### config.mk
export PLATFORM = sky130hd
export DESIGN_NAME = nrs_symbol_reader_tx_flat
export DESIGN_NICKNAME = d
export VERILOG_FILES = /design/src/rtl/nrs_symbol_reader_tx_if.sv /design/src/rtl/nrs_symbol_reader_tx.sv /design/src/flat_wrapper.sv
export SDC_FILE = /design/constraint.sdc
export NUM_CORES = 1
export LEC_CHECK = 0
export CORE_MARGIN = 2
export CORE_UTILIZATION = 45
export DETAILED_ROUTE_END_ITERATION = 8
export PLACE_DENSITY = 0.78
export SLEW_MARGIN = 30
export SYNTH_ARGS = -nofsm -noshare
export SYNTH_HDL_FRONTEND = slang
export SYNTH_SLANG_ARGS = --single-unit
### constraint.sdc
create_clock -name clk -period 7.9 [get_ports clk]
set_input_delay 1.975 -clock clk [delete_from_list [all_inputs] [get_ports clk]]
set_output_delay 1.975 -clock clk [all_outputs]
set_load 0.005 [all_outputs]
### src/rtl/nrs_symbol_reader_tx_if.sv
// nrs_symbol_reader_tx_if: buffer read port, config and QPSK symbol handshake of the NRS reader.
interface nrs_symbol_reader_tx_if #(parameter int WIDTH_IQ = 16);
  logic buf_ready;
  logic antenna_port;
  logic [2:0] v_shift;
  logic rd_en;
  logic [3:0] rd_addr;
  logic rd_data;
  logic sym_valid;
  logic sym_ready;
  logic signed [WIDTH_IQ-1:0] sym_i;
  logic signed [WIDTH_IQ-1:0] sym_q;
  logic [3:0] sym_k;
  logic [1:0] sym_l;
  logic sym_last;
  logic buf_release;
  modport master (
    input  buf_ready, antenna_port, v_shift, rd_data, sym_ready,
    output rd_en, rd_addr, sym_valid, sym_i, sym_q, sym_k, sym_l, sym_last, buf_release
  );
  modport slave (
    output buf_ready, antenna_port, v_shift, rd_data, sym_ready,
    input  rd_en, rd_addr, sym_valid, sym_i, sym_q, sym_k, sym_l, sym_last, buf_release
  );
endinterface

### src/rtl/nrs_symbol_reader_tx.sv
// nrs_symbol_reader_tx: drains the 16-bit NRS buffer into 8 tagged QPSK symbols per subframe.
module nrs_symbol_reader_tx #(
  parameter int WIDTH_IQ = 16,
  parameter int AMP      = 23170,
  parameter int DEPTH    = 16
) (
  input logic clk,
  input logic rst,
  nrs_symbol_reader_tx_if.master bus
);
  typedef enum logic [2:0] {IDLE, RD0, RD1, CAP, HOLD, DONE} state_t;
  localparam logic signed [WIDTH_IQ-1:0] POS = WIDTH_IQ'(AMP);
  localparam logic signed [WIDTH_IQ-1:0] NEG = -POS;
  localparam logic [2:0] LAST = 3'(DEPTH / 2 - 1);
  state_t state_q;
  logic [2:0] n_q;
  logic ap_q;
  logic [2:0] vs_q;
  logic ibit_q;
  logic rd_en_q;
  logic [3:0] rd_addr_q;
  logic sym_valid_q;
  logic signed [WIDTH_IQ-1:0] sym_i_q;
  logic signed [WIDTH_IQ-1:0] sym_q_q;
  logic [3:0] sym_k_q;
  logic [1:0] sym_l_q;
  logic sym_last_q;
  logic buf_release_q;
  logic [3:0] t_sum;
  logic [3:0] t_d;
  logic [3:0] k_d;
  // v is 3 when the OFDM-symbol parity differs from the antenna port, else 0
  always_comb begin
    t_sum = {1'b0, vs_q} + ((n_q[1] ^ ap_q) ? 4'd3 : 4'd0);
    t_d = (t_sum >= 4'd6) ? t_sum - 4'd6 : t_sum;
    k_d = n_q[0] ? t_d + 4'd6 : t_d;
  end
  always_ff @(posedge clk or negedge rst) begin
    if (!rst) begin
      state_q       <= IDLE;
      n_q           <= '0;
      ap_q          <= 1'b0;
      vs_q          <= '0;
      ibit_q        <= 1'b0;
      rd_en_q       <= 1'b0;
      rd_addr_q     <= '0;
      sym_valid_q   <= 1'b0;
      sym_i_q       <= '0;
      sym_q_q       <= '0;
      sym_k_q       <= '0;
      sym_l_q       <= '0;
      sym_last_q    <= 1'b0;
      buf_release_q <= 1'b0;
    end else begin
      case (state_q)
        IDLE: if (bus.buf_ready) begin
          state_q   <= RD0;
          n_q       <= '0;
          ap_q      <= bus.antenna_port;
          vs_q      <= bus.v_shift;
          rd_en_q   <= 1'b1;
          rd_addr_q <= '0;
        end
        RD0: begin
          state_q   <= RD1;
          rd_addr_q <= {n_q, 1'b1};
        end
        RD1: begin
          state_q <= CAP;
          rd_en_q <= 1'b0;
          ibit_q  <= bus.rd_data;
        end
        CAP: begin
          state_q     <= HOLD;
          sym_valid_q <= 1'b1;
          sym_i_q     <= ibit_q ? NEG : POS;
          sym_q_q     <= bus.rd_data ? NEG : POS;
          sym_k_q     <= k_d;
          sym_l_q     <= n_q[2:1];
          sym_last_q  <= (n_q == LAST);
        end
        HOLD: if (bus.sym_ready) begin
          sym_valid_q <= 1'b0;
          if (n_q == LAST) begin
            state_q       <= DONE;
            buf_release_q <= 1'b1;
          end else begin
            state_q   <= RD0;
            n_q       <= n_q + 3'd1;
            rd_en_q   <= 1'b1;
            rd_addr_q <= {n_q + 3'd1, 1'b0};
          end
        end
        DONE: begin
          state_q       <= IDLE;
          buf_release_q <= 1'b0;
        end
        default: state_q <= IDLE;
      endcase
    end
  end
  assign bus.rd_en       = rd_en_q;
  assign bus.rd_addr     = rd_addr_q;
  assign bus.sym_valid   = sym_valid_q;
  assign bus.sym_i       = sym_i_q;
  assign bus.sym_q       = sym_q_q;
  assign bus.sym_k       = sym_k_q;
  assign bus.sym_l       = sym_l_q;
  assign bus.sym_last    = sym_last_q;
  assign bus.buf_release = buf_release_q;
endmodule

### src/flat_wrapper.sv
// flat-port wrapper written by rule: the top's interface ports become plain ports
module nrs_symbol_reader_tx_flat 
#(
  parameter int WIDTH_IQ = 16,
  parameter int AMP      = 23170,
  parameter int DEPTH    = 16
)
  (clk, rst, bus_buf_ready, bus_antenna_port, bus_v_shift, bus_rd_data, bus_sym_ready, bus_rd_en, bus_rd_addr, bus_sym_valid, bus_sym_i, bus_sym_q, bus_sym_k, bus_sym_l, bus_sym_last, bus_buf_release);
  nrs_symbol_reader_tx_if #(.WIDTH_IQ(WIDTH_IQ)) bus_i ();
  input logic clk;
  input logic rst;
  input wire logic [$bits(bus_i.buf_ready)-1:0] bus_buf_ready;
  input wire logic [$bits(bus_i.antenna_port)-1:0] bus_antenna_port;
  input wire logic [$bits(bus_i.v_shift)-1:0] bus_v_shift;
  input wire logic [$bits(bus_i.rd_data)-1:0] bus_rd_data;
  input wire logic [$bits(bus_i.sym_ready)-1:0] bus_sym_ready;
  output wire logic [$bits(bus_i.rd_en)-1:0] bus_rd_en;
  output wire logic [$bits(bus_i.rd_addr)-1:0] bus_rd_addr;
  output wire logic [$bits(bus_i.sym_valid)-1:0] bus_sym_valid;
  output wire logic [$bits(bus_i.sym_i)-1:0] bus_sym_i;
  output wire logic [$bits(bus_i.sym_q)-1:0] bus_sym_q;
  output wire logic [$bits(bus_i.sym_k)-1:0] bus_sym_k;
  output wire logic [$bits(bus_i.sym_l)-1:0] bus_sym_l;
  output wire logic [$bits(bus_i.sym_last)-1:0] bus_sym_last;
  output wire logic [$bits(bus_i.buf_release)-1:0] bus_buf_release;
  assign bus_i.buf_ready = bus_buf_ready;
  assign bus_i.antenna_port = bus_antenna_port;
  assign bus_i.v_shift = bus_v_shift;
  assign bus_i.rd_data = bus_rd_data;
  assign bus_i.sym_ready = bus_sym_ready;
  assign bus_rd_en = bus_i.rd_en;
  assign bus_rd_addr = bus_i.rd_addr;
  assign bus_sym_valid = bus_i.sym_valid;
  assign bus_sym_i = bus_i.sym_i;
  assign bus_sym_q = bus_i.sym_q;
  assign bus_sym_k = bus_i.sym_k;
  assign bus_sym_l = bus_i.sym_l;
  assign bus_sym_last = bus_i.sym_last;
  assign bus_buf_release = bus_i.buf_release;
  nrs_symbol_reader_tx #(.WIDTH_IQ(WIDTH_IQ), .AMP(AMP), .DEPTH(DEPTH)) u_core (.clk(clk), .rst(rst), .bus(bus_i));
endmodule
**Yosys cells after proc, flatten, opt, wreduce, memory -nomap -nowiden**

Cells that the tools add are included.

- Register bits after elaboration: 57
- Bits of input ports: 9
- Output and inout bits: 46

- $add $sub $neg: 4
- $lt $le $gt $ge: 1
- Equal/unequal tests: 10
- Mux-type cells: 26
- Bitwise operators: 1
- Reduce and logical (&&, ||, !) cells: 13

Operators with widths:

| cell | count |
|---|---|
| 2-to-1 mux 16 bit | 2 |
| 2-to-1 mux 4 bit | 5 |
| 2-to-1 mux 3 bit | 6 |
| case mux 3 bit (5 select lines) | 1 |
| case mux 4 bit (3 select lines) | 1 |
| AND reduction 4 bit | 3 |
| == test 3 bit (second input constant) | 3 |
| == test 3 x 2 -> 1 bit (second input constant) | 2 |
| 2-to-1 mux 1 bit | 6 |
| inequality test 2 bit (second input constant) | 3 |
| case mux 3 bit (2 select lines) | 1 |
| AND reduction 2 bit | 3 |
| nonzero test 2 bit | 3 |
| nonzero test 3 bit | 2 |
| adder 3 x 4 -> 4 bit | 1 |
| adder 4 x 3 -> 4 bit (second input constant) | 1 |
| greater-or-equal comparator 4 x 3 -> 1 bit (second input constant) | 1 |
| case mux 1 bit (2 select lines) | 2 |
| subtractor 4 x 3 -> 4 bit (second input constant) | 1 |
| adder 3 x 1 -> 3 bit (second input constant) | 1 |
| == test 3 x 1 -> 1 bit (second input constant) | 1 |
| logical NOT 3 bit | 1 |
| case mux 1 bit (3 select lines) | 1 |
| AND reduction 3 bit | 1 |
| 3 further kinds | 3 |

**Depth between registers and ports, before layout**

- Depth after elaboration: 7
- Mapped depth: 12
- Gate-level depth less buffers: 12

**Least setup slack after synthesis**

No wires, ideal clock.

- Kind: reg-to-reg
- Start: reg u_core.n_q[1]
- End: reg u_core.sym_k_q[3], in the netlist u_core.bus.sym_k[3]
- Setup time: 120 ps
- Arrival time: 2,998 ps
- Path slack: 4,781 ps
- Stages on the path, launching flop included: 13
- Path buffers: 0
- Path through: dfrtp_1 xor2_1 ha_1 inv_1 fa_1 inv_1 ha_1 mux2i_1 a211o_1 ha_1 nor2b_1 or4_1 a41o_1

- Cells in the longest elaborated chain, start to end: 7

Ends and longest elaborated chain:

| element | line | source |
|---|---|---|
| from (decl) | nrs_symbol_reader_tx.sv:16 | `logic [2:0] n_q;` |
| from (signal assigned) | nrs_symbol_reader_tx.sv:89 | `n_q <= n_q + 3'd1;` |
| bitwise XOR 1 bit * | nrs_symbol_reader_tx.sv:34 | `t_sum = {1'b0, vs_q} + ((n_q[1] ^ ap_q) ? 4'd3 : 4'd0);` |
| 2-to-1 mux 2 bit * | nrs_symbol_reader_tx.sv:34 |  |
| adder 3 x 4 -> 4 bit * | nrs_symbol_reader_tx.sv:34 |  |
| subtractor 4 x 3 -> 4 bit or greater-or-equal comparator 4 x 3 -> 1 bit (tied branches) | nrs_symbol_reader_tx.sv:35 | `t_d = (t_sum >= 4'd6) ? t_sum - 4'd6 : t_sum;` |
| 2-to-1 mux 4 bit * | nrs_symbol_reader_tx.sv:35 |  |
| adder 4 x 3 -> 4 bit | nrs_symbol_reader_tx.sv:36 | `k_d = n_q[0] ? t_d + 4'd6 : t_d;` |
| 2-to-1 mux 4 bit * | nrs_symbol_reader_tx.sv:36 |  |
| to (signal assigned) | nrs_symbol_reader_tx.sv:78 | `sym_k_q <= k_d;` |
| to (decl) | nrs_symbol_reader_tx.sv:25 | `logic [3:0] sym_k_q;` |

Every way passes the cells marked *; elsewhere a longest branch is shown, timed or not.
A chain may end at the register's enable or synchronous reset.

**Final worst setup path**

Ends and elaborated chain as after synthesis.

==> out/metrics.yaml <==
yosysTopAreaCellShare_pct: 43.0
min_path_type: "reg -> reg"
synthTopCellsByArea: "dfrtp_1 43%, buf_4 12%, mux2_2 8.4%, ha_1 4.3%, o21ai_0 3.4%"
grt_pass1_vias: 1262
ys_top_cells_by_count: "30 x dfrtp_1, 28 x buf_4, 14 x nand2_1, 13 x mux2_2, 12 x o21ai_0"
ys.flop_type: "dfrtp_1"
io_buffers: 52
ys_ff_latch: 30
busiest_layer: "met2"
leakagePower_nw: 0.973
crit_start: "u_core.n_q[1]$_DFFE_PN0P_"
syn-mean-instance-area_um2: 9.98
gr-usage-met1_pct: 22.0
synth.distinct_cells: 35
synth_most_common_cell: "dfrtp_1"
async_reset_ff_share_pct: 100
yosysSeqAreaShare_pct: 43.0
ir_worst_vdd_mv: 0.204
clk_pin_slew_ns: 0.06
post-cts-setup-buffer-count: 0
clockBufferDepth: 2
cts_tree: "built"
cts_resized: 0
clkPwrFrac_pct: 12.7
core_mm2: 0.00369
swShare_pct: 38.6
grtUsageMet3_pct: 5.28
r2r-end: "u_core.bus.sym_k[3]$_DFFE_PN0P_"
grt_antenna_before_repair: 0
place.gp.congestion: 0.763
finalSetupViolations: 0
dieArea_mm2: 0.00440
wl_per_cell_um: 13.7
grt_max_degree: 31
fin_crit_ns: 3.39
gr-total-overflow: 0
htreeDepth: 2
fin_nets: 219
switchingPower_uw: 381
grtUsageMet2_pct: 29.3
cts_hold_buf: 0
drt_pass1_iterations: 5
critPathArrivalTime_ns: 3.56
diodes: 0
cap_violations: 0
pwr-share-comb_pct: 58.0
slew_headroom_pct: 56.6
maxSlewViolCount: 0
crit_end: "u_core.bus.sym_k[3]$_DFFE_PN0P_"
r2r_cells: 12
die_x_um: 66.3
num_vias: 1293
cts_sinks: 30
r2r_setup_slack_ns: 4.51
path_class: "reg -> reg"
die_h_um: 66.3
fin_crit_sh_pct: 42.9
max_clock_freq_mhz: 295
hpwl_um: 2510
synth_edf_count: 0
internal_power_uw: 605
crit_required_ns: 8.07
cts_root_buf: "clkbuf_8"
dr.first_iter.drc_count: 48
tightest_slew_ns: 0.647
yosysWarnings: 0
r2r_start: "u_core.n_q[1]$_DFFE_PN0P_"
dp_slack_ns: 4.28
drive_above_1_share_pct: 11.3
rsz0062_at_grt: "no"
netlist_instances: 175
crit_fanout: 7
fin_setup_tns_ns: 0
grt_usage_pct: 17.8
grt_first_pass_wirelength_um: 5860
endpoint_kind: "flip-flop"
postRouteAntennaNets: 0
syn_area_mm2: 0.00175
numCtsBuffers: 5
insertion_delay_ns: 0.28
viasPerCell: 5.13
cp-start-kind: "flip-flop"
fin_skew_ns: 0.00218
area_delta_synth_final_pct: 25.9
final.setup.worst_slack_ns: 4.51
finalHoldViolCount: 0
start_util_pct: 47.4
synth_top_area_cell: "dfrtp_1"
drc: 0
ios: 55
cellPowerDensity_mw_per_mm2: 448
outcome: "finished clean"
wl_um: 3440
seq_power_share_pct: 29.3
rows: 22
state kept, by name, summed over array words and instances, names as in the netlist, 2 cells and up:
signal,flops
u_core.bus.rd_addr,4
u_core.bus.sym_l,2
u_core.bus.sym_k,4
u_core.vs_q,3
u_core.bus.sym_q,3
u_core.n_q,3
u_core.state_q,3
u_core.bus.sym_i,2
area by class of cell:
type | count | area [um2]
timing repair buffer | 53 | 528
clock buffer | 7 | 86.3
fill | 334 | 1490
multi-input combinational | 105 | 738
inverter | 8 | 30.0
clock inverter | 1 | 5.00
tap | 48 | 60.1
sequential | 30 | 751
power by group through the flow:
stage | logic [mW] | registers (mW) | clock network [mW]
detailed placement | 0.572 | 0.290 | 0
floorplan | 0.430 | 0.257 | 0
CTS | 0.577 | 0.289 | 0.129
global placement | 0.558 | 0.287 | 0
finish | 0.571 | 0.289 | 0.126
global route | 0.634 | 0.301 | 0.135
critical path, cell delays in order (launching register included):
cell	delay (ns)
dfrtp_1	0.41
xor2_1	0.26
ha_1	0.22
inv_1	0.06
fa_1	0.66
inv_1	0.08
ha_1	0.30
mux2i_1	0.19
a211o_1	0.16
ha_1	0.14
nor2b_1	0.05
or4_1	0.51
a41o_1	0.24
metrics by stage:
step | power, mW | hold slack [ns] | instance area [um2] | utilization (%) | instances
6_report | 0.986 | 0.476 | 2200 | 59.6 | 252
3_3_place_gp | 0.845 | 0.465 | 2110 | 57.1 | 244
5_1_grt | 1.07 | 0.516 | 2200 | 59.6 | 252
2_1_floorplan | 0.687 | 0.454 | 1750 | - | 176
3_5_place_dp | 0.862 | 0.471 | 2110 | 57.1 | 244
4_1_cts | 0.995 | 0.485 | 2200 | 59.6 | 252
layout by cell type, fill, tap and decap left out, drive strengths merged, types with 3 or more instances in the layout:
master         count
mux2              13
o31ai              3
nor2b              5
nand2b             3
a21oi             10
nor2               7
nand2             14
o21ai             12
inv                8
clkdlybuf4s50     52
clkbuf             7
ha                 6
mux2i              3
and2               4
dfrtp             30
how the worst min path moves through the flow:
stage | to | startpoint | slack [ns] | cells after the start
finish | u_core.bus.sym_k[1]$_DFFE_PN0P_ | u_core.bus.sym_k[1]$_DFFE_PN0P_ | 0.48 | 2
global route | u_core.bus.sym_k[1]$_DFFE_PN0P_ | u_core.bus.sym_k[1]$_DFFE_PN0P_ | 0.52 | 2
CTS | u_core.bus.sym_k[1]$_DFFE_PN0P_ | u_core.bus.sym_k[1]$_DFFE_PN0P_ | 0.48 | 2
detailed placement | u_core.bus.sym_k[1]$_DFFE_PN0P_ | u_core.bus.sym_k[1]$_DFFE_PN0P_ | 0.47 | 2
global placement | u_core.bus.sym_k[1]$_DFFE_PN0P_ | u_core.bus.sym_k[1]$_DFFE_PN0P_ | 0.46 | 2
floorplan | u_core.bus.sym_i[14]$_DFFE_PN0P_ | u_core.ibit_q$_DFFE_PN0P_ | 0.45 | 1
cells by family after synthesis:
family,synth area share [%]
muxes,10.1
other,0.215
DFF,43.0
xor gates and xnor gates,1.00
buffers and inverters,15.0
adders and majority gates,5.44
and+or+nand+nor,13.9
AOI/OAI and AO/OA,11.4
routing by layer:
metal	up-vias	share of wire, %
met5	-	0
li1	628	-
met2	35	49
met4	0	1.8
met3	6	5.0
met1	624	44
Power figures use the tool's default switching activity.
